## src/rtl/nibble_serial_adder_ctrl.sv

```systemverilog
// WIDTH-bit adder that reuses one 4-bit carry-lookahead slice over WIDTH/4 cycles, LSB nibble first.
// Define NIBBLE_ADDER_OVF_EN to add a registered two's-complement overflow output (ovf).

module nibble_cla4 (
  input  logic [3:0] i_a,
  input  logic [3:0] i_b,
  input  logic       i_cin,
  output logic [3:0] o_sum,
  output logic       o_p,
  output logic       o_g
);
  logic [3:0] w_p;
  logic [3:0] w_g;
  logic [3:0] w_c;

  assign w_p    = i_a ^ i_b;
  assign w_g    = i_a & i_b;
  assign w_c[0] = i_cin;
  assign w_c[1] = w_g[0] | (w_p[0] & i_cin);
  assign w_c[2] = w_g[1] | (w_p[1] & w_g[0]) | (w_p[1] & w_p[0] & i_cin);
  assign w_c[3] = w_g[2] | (w_p[2] & w_g[1]) | (w_p[2] & w_p[1] & w_g[0])
                | (w_p[2] & w_p[1] & w_p[0] & i_cin);
  assign o_sum  = w_p ^ w_c;
  assign o_p    = &w_p;
  assign o_g    = w_g[3] | (w_p[3] & w_g[2]) | (w_p[3] & w_p[2] & w_g[1])
                | (w_p[3] & w_p[2] & w_p[1] & w_g[0]);
endmodule

module nibble_serial_adder_ctrl #(
  parameter int WIDTH = 16
) (
  input  logic             clk,
  input  logic             rst_n,
  input  logic             in_valid,
  output logic             in_ready,
  input  logic [WIDTH-1:0] a,
  input  logic [WIDTH-1:0] b,
  input  logic             cin,
  output logic             out_valid,
  input  logic             out_ready,
  output logic [WIDTH-1:0] sum,
  output logic             cout,
  output logic             busy
`ifdef NIBBLE_ADDER_OVF_EN
  ,
  output logic             ovf
`endif
);
  localparam int NIB  = WIDTH / 4;
  localparam int IDXW = (NIB > 1) ? $clog2(NIB) : 1;
  localparam logic [IDXW-1:0] LAST_IDX = IDXW'(NIB - 1);

  generate
    if (((WIDTH % 4) != 0) || (WIDTH < 4)) begin : g_badWidth
      $error("nibble_serial_adder_ctrl: WIDTH must be a multiple of 4 and at least 4");
    end
  endgenerate

  typedef enum logic [1:0] {
    S_IDLE,
    S_RUN,
    S_DONE
  } state_t;

  state_t           r_state;
  state_t           w_nextState;
  logic [WIDTH-1:0] r_aReg;
  logic [WIDTH-1:0] r_bReg;
  logic [WIDTH-1:0] r_sum;
  logic             r_cout;
  logic             r_carry;
  logic [IDXW-1:0]  r_idx;
  logic [3:0]       w_aNib;
  logic [3:0]       w_bNib;
  logic [3:0]       w_sliceSum;
  logic             w_sliceP;
  logic             w_sliceG;
  logic             w_carryNext;
  logic             w_accept;
  logic             w_lastNib;

  always_ff @(posedge clk or negedge rst_n) begin
    if (!rst_n) begin
      r_state <= S_IDLE;
    end else begin
      r_state <= w_nextState;
    end
  end

  always_comb begin
    w_nextState = r_state;
    in_ready    = 1'b0;
    out_valid   = 1'b0;
    busy        = 1'b0;
    case (r_state)
      S_IDLE: begin
        in_ready = 1'b1;
        if (in_valid) begin
          w_nextState = S_RUN;
        end
      end
      S_RUN: begin
        busy = 1'b1;
        if (r_idx == LAST_IDX) begin
          w_nextState = S_DONE;
        end
      end
      S_DONE: begin
        busy      = 1'b1;
        out_valid = 1'b1;
        if (out_ready) begin
          w_nextState = S_IDLE;
        end
      end
      default: w_nextState = S_IDLE;
    endcase
  end

  // Select the operand nibble addressed by the current index for the shared slice.
  always_comb begin
    w_aNib = '0;
    w_bNib = '0;
    for (int i = 0; i < NIB; i++) begin
      if (r_idx == IDXW'(i)) begin
        w_aNib = r_aReg[4*i +: 4];
        w_bNib = r_bReg[4*i +: 4];
      end
    end
  end

  nibble_cla4 u_slice (
    .i_a   (w_aNib),
    .i_b   (w_bNib),
    .i_cin (r_carry),
    .o_sum (w_sliceSum),
    .o_p   (w_sliceP),
    .o_g   (w_sliceG)
  );

  assign w_carryNext = w_sliceG | (w_sliceP & r_carry);
  assign w_accept    = in_valid & in_ready;
  assign w_lastNib   = (r_idx == LAST_IDX);

  always_ff @(posedge clk or negedge rst_n) begin
    if (!rst_n) begin
      r_aReg  <= '0;
      r_bReg  <= '0;
      r_sum   <= '0;
      r_cout  <= 1'b0;
      r_carry <= 1'b0;
      r_idx   <= '0;
    end else if (w_accept) begin
      r_aReg  <= a;
      r_bReg  <= b;
      r_carry <= cin;
      r_idx   <= '0;
    end else if (r_state == S_RUN) begin
      r_carry <= w_carryNext;
      for (int i = 0; i < NIB; i++) begin
        if (r_idx == IDXW'(i)) begin
          r_sum[4*i +: 4] <= w_sliceSum;
        end
      end
      if (w_lastNib) begin
        r_cout <= w_carryNext;
        r_idx  <= '0;
      end else begin
        r_idx  <= r_idx + IDXW'(1);
      end
    end
  end

`ifdef NIBBLE_ADDER_OVF_EN
  logic r_ovf;

  // The final slice produces sum MSB, so overflow is judged on that same edge.
  always_ff @(posedge clk or negedge rst_n) begin
    if (!rst_n) begin
      r_ovf <= 1'b0;
    end else if ((r_state == S_RUN) && w_lastNib) begin
      r_ovf <= (r_aReg[WIDTH-1] == r_bReg[WIDTH-1]) && (w_sliceSum[3] != r_aReg[WIDTH-1]);
    end
  end

  assign ovf = r_ovf;
`endif

  assign sum  = r_sum;
  assign cout = r_cout;
endmodule

```

## config.mk

```make
export PLATFORM = sky130hd
export DESIGN_NAME = nibble_serial_adder_ctrl
export DESIGN_NICKNAME = d
export VERILOG_FILES = /design/src/rtl/nibble_serial_adder_ctrl.sv
export SDC_FILE = /design/constraint.sdc
export NUM_CORES = 1
export LEC_CHECK = 0
export ABC_AREA = 1
export BUFFER_PORTS_ARGS = -buffer_cell sky130_fd_sc_hd__buf_2
export CORE_ASPECT_RATIO = 1.25
export CORE_MARGIN = 2
export CORE_UTILIZATION = 35
export DETAILED_ROUTE_END_ITERATION = 8
export SLEW_MARGIN = 0
export SYNTH_ARGS = -nofsm -noshare
export SYNTH_HDL_FRONTEND = slang
export SYNTH_HIERARCHICAL = 1
export SYNTH_SLANG_ARGS = --single-unit
```

## constraint.sdc

```tcl
create_clock -name clk -period 2.54 [get_ports clk]
set_clock_uncertainty 0.05 [all_clocks]
set_input_delay 0.508 -clock clk [delete_from_list [all_inputs] [get_ports clk]]
set_output_delay 0.508 -clock clk [all_outputs]
set_load 0.02 [all_outputs]
```

==> impl_metrics.tcl, run 1 <==
set metrics [dict create \
    grt_pass1_vias 2311 \
    die_x_um 83.3 \
    synth_top_area_cell "dfrtp_1" \
    synth_xor_area_frac 0.00318 \
    met2_usage 0.282 \
    slowest_delay_ps 400 \
    fp.coreArea_mm2 0.00770 \
    wl_um 6290 \
    switching_share 0.478 \
    grtUsageTotal 0.157 \
    cts_tree "done" \
    gr-usage-met1 0.195 \
    syn-cell-area_mm2 0.00275 \
    synth_simple_gate_area_frac 0.305 \
    crit_family "adder cells" \
    drt_iter0_markers 128 \
    fin_crit_sh 0.923 \
    die_h_um 103 \
    start_kind "flip-flop" \
    p_comb_frac 0.563 \
    num_rows 36 \
    clk_pin_slew_worst_paths_ps 100 \
    fin_util 0.423 \
    post_drt_via_cell_ratio 4.60 \
    irDropWorstVdd_mv 0.566 \
    synth.avg_cell_area_um2 7.84 \
    clk-insertion-delay-late_ps 310 \
    yosysWarnings 6 \
    reg2regPathDepth 15 \
    start_util 0.357 \
    synthCells 351 \
    critPathMostFrequentCell "nand2_1" \
    cts_buffers 5 \
    clk_path_buf_depth 2 \
    grt_remaining_overflow 0 \
    gr-usage-met3 0.0304 \
    firstDrtPassIters 4 \
    cts.sinks 54 \
    io_buffers 56 \
    area_growth_pct 18.5 \
    power_frac_clock 0.111 \
    cpMaxStageDelayCell "dfrtp_1" \
    placed_cell_area_mm2 0.00311 \
    fillCellCount 811 \
    critPathMaxFanout 8 \
    rrSetupSlack_ps 200 \
    drive_gt1_frac 0.217 \
    setup_viol 0 \
    root_buffer "clkbuf_8" \
    synth_top_area_frac 0.491 \
    worstPathRequired_ps 2690 \
    max_cap_violations 0 \
    postRouteAntennaNets 0 \
    crit_type "flip-flop to flip-flop" \
    multi_input_area_mm2 0.00126 \
    synth_seq_area_share 0.491 \
    layout_common_cells "175 x nand2_1, 56 x buf_2, 54 x dfrtp_1" \
    p_int_uw 2370 \
    wire_per_inst_um 12.4 \
    synth_adder_area_share 0.0619 \
    n_antenna_cell 0 \
    ys_seq_elements 54 \
    finish.instance_area_mm2 0.00326 \
    synth_top_family_by_area "simple AND/OR/NAND/NOR gates" \
    p_switching_uw 2170 \
    cts_max_level 2 \
    dp_hpwl_um 4600 \
    grt_max_degree 55 \
    maxSlewViolCount 0 \
    clock.fmax_mhz 426 \
    synthMuxAreaShare 0 \
    hold_path_class "input pin to asynchronous set/reset pin" \
    powerDensity_mw_per_mm2 1390 \
    cp.depth 15 \
    gp_congestion 0.851 \
    cp_cell_sequence "inv_2 > ha_1 > buf_4 > a21oi_1 > nand2_1 > nand2_1 > nand2_1 > ha_1 > nand2_1 > nand2_1 > nand2_2 > o21bai_1 > a21o_1 > nand2_1 > nand3_1" \
    outcome "complete, no violations" \
    pin_count 57 \
    crit_buf_inv 2 \
    synth-compound-area-share 0.0737 \
    leakagePower_uw 0.00183 \
    syn_nets 401 \
    finalNetCount 459 \
    synthDistinctLibCells 27 \
    vias 2325 \
    drc 0 \
    maxSlewHeadroom 0.613 \
    cp.arrival_ps 2490 \
    layout_commonest_cell "nand2_1" \
    synth_area_leaders "dfrtp_1 49%, nand2_1 24%, ha_1 5.5%" \
    grt_pass1_wl_um 10800 \
    min_period_ps 2340 \
    dieArea_mm2 0.00859 \
    worst_pin_slew_ps 579 \
    antenna_found_initial 0 \
    final-seq-area_mm2 0.00135 \
    pwr-share-seq 0.325 \
    cp-end-kind "flip-flop" \
    grt.busiest_layer "met2" \
    hold_viol_final 0 \
]
==> cell usage after synthesis <==
library cell,number
buf_6,3
o21ai_1,3
inv_2,3
nand2_4,1
nor2_1,15
a21o_1,1
inv_1,19
dfrtp_1,54
inv_4,1
nand2_1,175
o21ai_0,20
o21bai_1,1
a21oi_1,13
clkbuf_2,1
or2_0,1
nor3_1,1
nor2_2,1
nand3_1,9
nor2_4,3
o31ai_1,1
xnor2_1,1
ha_1,12
nand4_1,1
nand2_2,2
buf_4,4
fa_1,1
buf_2,4
==> registers in the layout, summed over array words and instances (netlist names) <==
register	cells
r_state	2
r_bReg	16
cout	1
r_idx	2
r_aReg	16
r_carry	1
sum	16
==> layout make-up <==
cell class,count,area share
Clock inverter,2,0.00384
Clock buffer,6,0.0253
Inverter,23,0.0273
Sequential cell,54,0.415
Multi-Input combinational cell,262,0.386
Tap cell,95,0.0365
Timing Repair Buffer,63,0.106
==> path summary, 6_finish.rpt <==
| kind | startpoint | endpoint |
|---|---|---|
| worst min-delay path | rst_n | r_bReg[14] |
| min in group clk | b[9] | r_bReg[9] |
| max in group asynchronous | rst_n | sum[9] |
| worst max-delay path | r_idx[0] | r_carry |
| worst min register to register | r_bReg[8] | r_bReg[8] |
| worst max register to register | r_idx[0] | r_carry |
==> per-stage QoR <==
stage / TNS (ps) / cells / hold WS (ps) / power (uW) / setup slack, ps
6_report: 0 / 505 / 119 / 4530 / 195
5_1_grt: -7.83 / 505 / 134 / 5010 / -6.90
4_1_cts: 0 / 503 / 132 / 4510 / 84.1
3_5_place_dp: -620 / 495 / 416 / 3940 / -160
3_3_place_gp: -243 / 495 / 416 / 3880 / -64.6
2_1_floorplan: 0 / 351 / 162 / 3290 / 293
==> timing repair <==
| action | CTS | global route |
|---|---|---|
| setup buffers | 0 | 2 |
| setup endpoints to repair | 4 | 14 |
| hold buffers | 0 | 0 |
| gates resized for setup | 2 | 6 |
==> power groups by stage <==
stage	clock, uW	combinational [uW]	sequential (uW)
after global routing	553	2940	1520
final	505	2550	1480
after floorplan	0	1710	1580
after global placement	0	2390	1490
after CTS	527	2500	1480
after detailed placement	0	2450	1490
==> metal layers <==
layer | vias up | part of all wire
met3 | 7 | 0.049
met2 | 63 | 0.50
met4 | 0 | 0.011
li1 | 1198 | -
met5 | - | 0
met1 | 1057 | 0.44
==> kinds of logic after synthesis <==
logic type / count (synthesis)
flip-flops: 54
AND/OR/NAND/NOR: 209
XOR/XNOR: 1
buffers and inverters: 35
AO/OA/AOI/OAI: 39
adder cells (fa/ha/maj): 13
No activity file was read; power rests on OpenSTA's default activity.
==> run 2: changes to the inputs <==
Settings changed: RECOVER_POWER from default to 50, REMOVE_ABC_BUFFERS from default to 1.
==> run 2 against run 1 <==
Effect of this change: sequential share of layout area grew 0.53 points; non-clock buffer count shrank 1; power shrank 0.23%; first-iteration DRC count shrank 27%; via count shrank 0.13%; sequential power is essentially flat; utilization shrank 0.54 points; combinational power shrank 3%; critical endpoint is now sum[9]; sequential cell count is the same.
==> impl_metrics.tcl, run 2 (synthesis results as in run 1) <==
set metrics [dict create \
    cts_max_level 2 \
    post_drt_via_cell_ratio 4.61 \
    maxSlewHeadroom 0.0510 \
    postCtsSetupBuffers 0 \
    cp-end-kind "flip-flop" \
    rrSetupSlack_ps 180 \
    io_buffers 56 \
    n_antenna_cell 0 \
    dp_hpwl_um 4540 \
    critPathMaxFanout 10 \
    root_buffer "clkbuf_8" \
    drive_gt1_frac 0.188 \
    vias 2322 \
    cts_tree "done" \
    grt_remaining_overflow 0 \
    finish.instance_area_mm2 0.00322 \
    area_growth_pct 17.0 \
    max_cap_violations 0 \
    hold_path_class "input pin to flip-flop" \
    r2r_end "sum[9]" \
    met2_usage 0.264 \
    setup_viol 0 \
    powerDensity_mw_per_mm2 1410 \
    crit_family "adder cells" \
    placed_cell_area_mm2 0.00312 \
    hold_end "r_bReg[10]" \
    cts_buffers 5 \
    gr-usage-met3 0.0312 \
    hp-start "b[10]" \
    clk_path_buf_depth 2 \
    cts.sinks 54 \
    grt.busiest_layer "met2" \
    leakagePower_uw 0.00179 \
    cp.arrival_ps 2560 \
    dieArea_mm2 0.00859 \
    clock.fmax_mhz 424 \
    outcome "complete, no violations" \
    start_kind "flip-flop" \
    slowest_delay_ps 460 \
    critPathMostFrequentCell "nand2_1" \
    clk_pin_slew_worst_paths_ps 90 \
    finalNetCount 458 \
    grt_pass1_vias 2324 \
    finalPower_uw 4520 \
    worstPathRequired_ps 2740 \
    crit_type "flip-flop to flip-flop" \
    clk-insertion-delay-late_ps 310 \
    fin_crit_sh 0.928 \
    hold_viol_final 0 \
    firstDrtPassIters 4 \
    die_h_um 103 \
    irDropWorstVdd_mv 0.518 \
    start_util 0.357 \
    grt_pass1_wl_um 10500 \
    fp.coreArea_mm2 0.00770 \
    worst_pin_slew_ps 1420 \
    wire_per_inst_um 12.2 \
    rsz0062_at_grt "false" \
    grt_max_degree 38 \
    die_x_um 83.3 \
    postRouteAntennaNets 0 \
    hold_depth 3 \
    layout_commonest_cell "nand2_1" \
    gr-usage-met1 0.186 \
    gp_congestion 0.924 \
    pin_count 57 \
    num_rows 36 \
    setup_slack_ps 184 \
    antenna_found_initial 0 \
    worstReg2RegStart "r_idx[1]" \
    pre_cts_ws_ps -56.9 \
    crit_buf_inv 3 \
    cp_cell_sequence "inv_1 > ha_2 > inv_2 > nand2_1 > nand3_1 > a21oi_1 > inv_1 > fa_1 > xnor2_2 > nand2_1 > nand2_1" \
    drt_iter0_markers 94 \
    cpMaxStageDelayCell "fa_1" \
    reg2regPathDepth 11 \
    grtUsageTotal 0.150 \
    drc 0 \
    min_period_ps 2360 \
    layout_common_cells "175 x nand2_1, 54 x dfrtp_1, 46 x buf_2" \
    maxSlewViolCount 0 \
    setup_tns_ps 0 \
    wl_um 6150 \
]
-- run 2: worst reg2reg max path, stage by stage, from the launching register on --
cell,delay [ps]
dfrtp_1,410
inv_1,100
ha_2,330
inv_2,70
nand2_1,70
nand3_1,60
a21oi_1,210
inv_1,100
fa_1,460
xnor2_2,270
nand2_1,100
nand2_1,70
-- run 2: final cells by class --
type,count,area (um2)
fill,812,4490
sequential,54,1350
multi-input combinational,262,1240
timing repair buffer,62,310
tap,95,119
inverter,23,88.8
clock buffer,5,68.8
clock inverter,3,40.0
-- run 2: worst max-delay path by stage --
stage                          to  startpoint  slack, ps  cells after the start
final                      sum[9]    r_idx[1]        180                     11
after global routing       sum[9]    r_idx[1]          1                     11
after CTS                 sum[13]    r_idx[1]         40                     11
after detailed placement  sum[13]    r_idx[1]        -60                     11
after global placement     sum[9]    r_idx[1]         10                     11
after floorplan           r_carry    r_idx[0]        290                     14
-- run 2: report_power, final --
part           leakage (uW)  internal (uW)  switching, uW
Sequential         0.000679           1260            228
Clock             0.0000579            290            277
Combinational       0.00105            827           1650
-- run 2: repair_timing --
| item | CTS | global route |
|---|---|---|
| endpoints found under the hold margin | 0 | 0 |
| hold buffers | 0 | 0 |
| endpoints found under the setup margin | 4 | 14 |
| gates resized for setup | 1 | 5 |
-- run 2: routing by layer --
metal	part of all wire	wire length, um
met1	0.46	2820
met2	0.48	2970
met3	0.041	254
met4	0.018	108
met5	0	0
-- run 2: per-stage QoR --
step	hold slack (ps)	utilization	std cells
global route	332	0.418	504
finish	338	0.418	504
floorplan	162	-	339
global placement	418	0.405	496
detailed placement	416	0.405	496
CTS	179	0.420	504
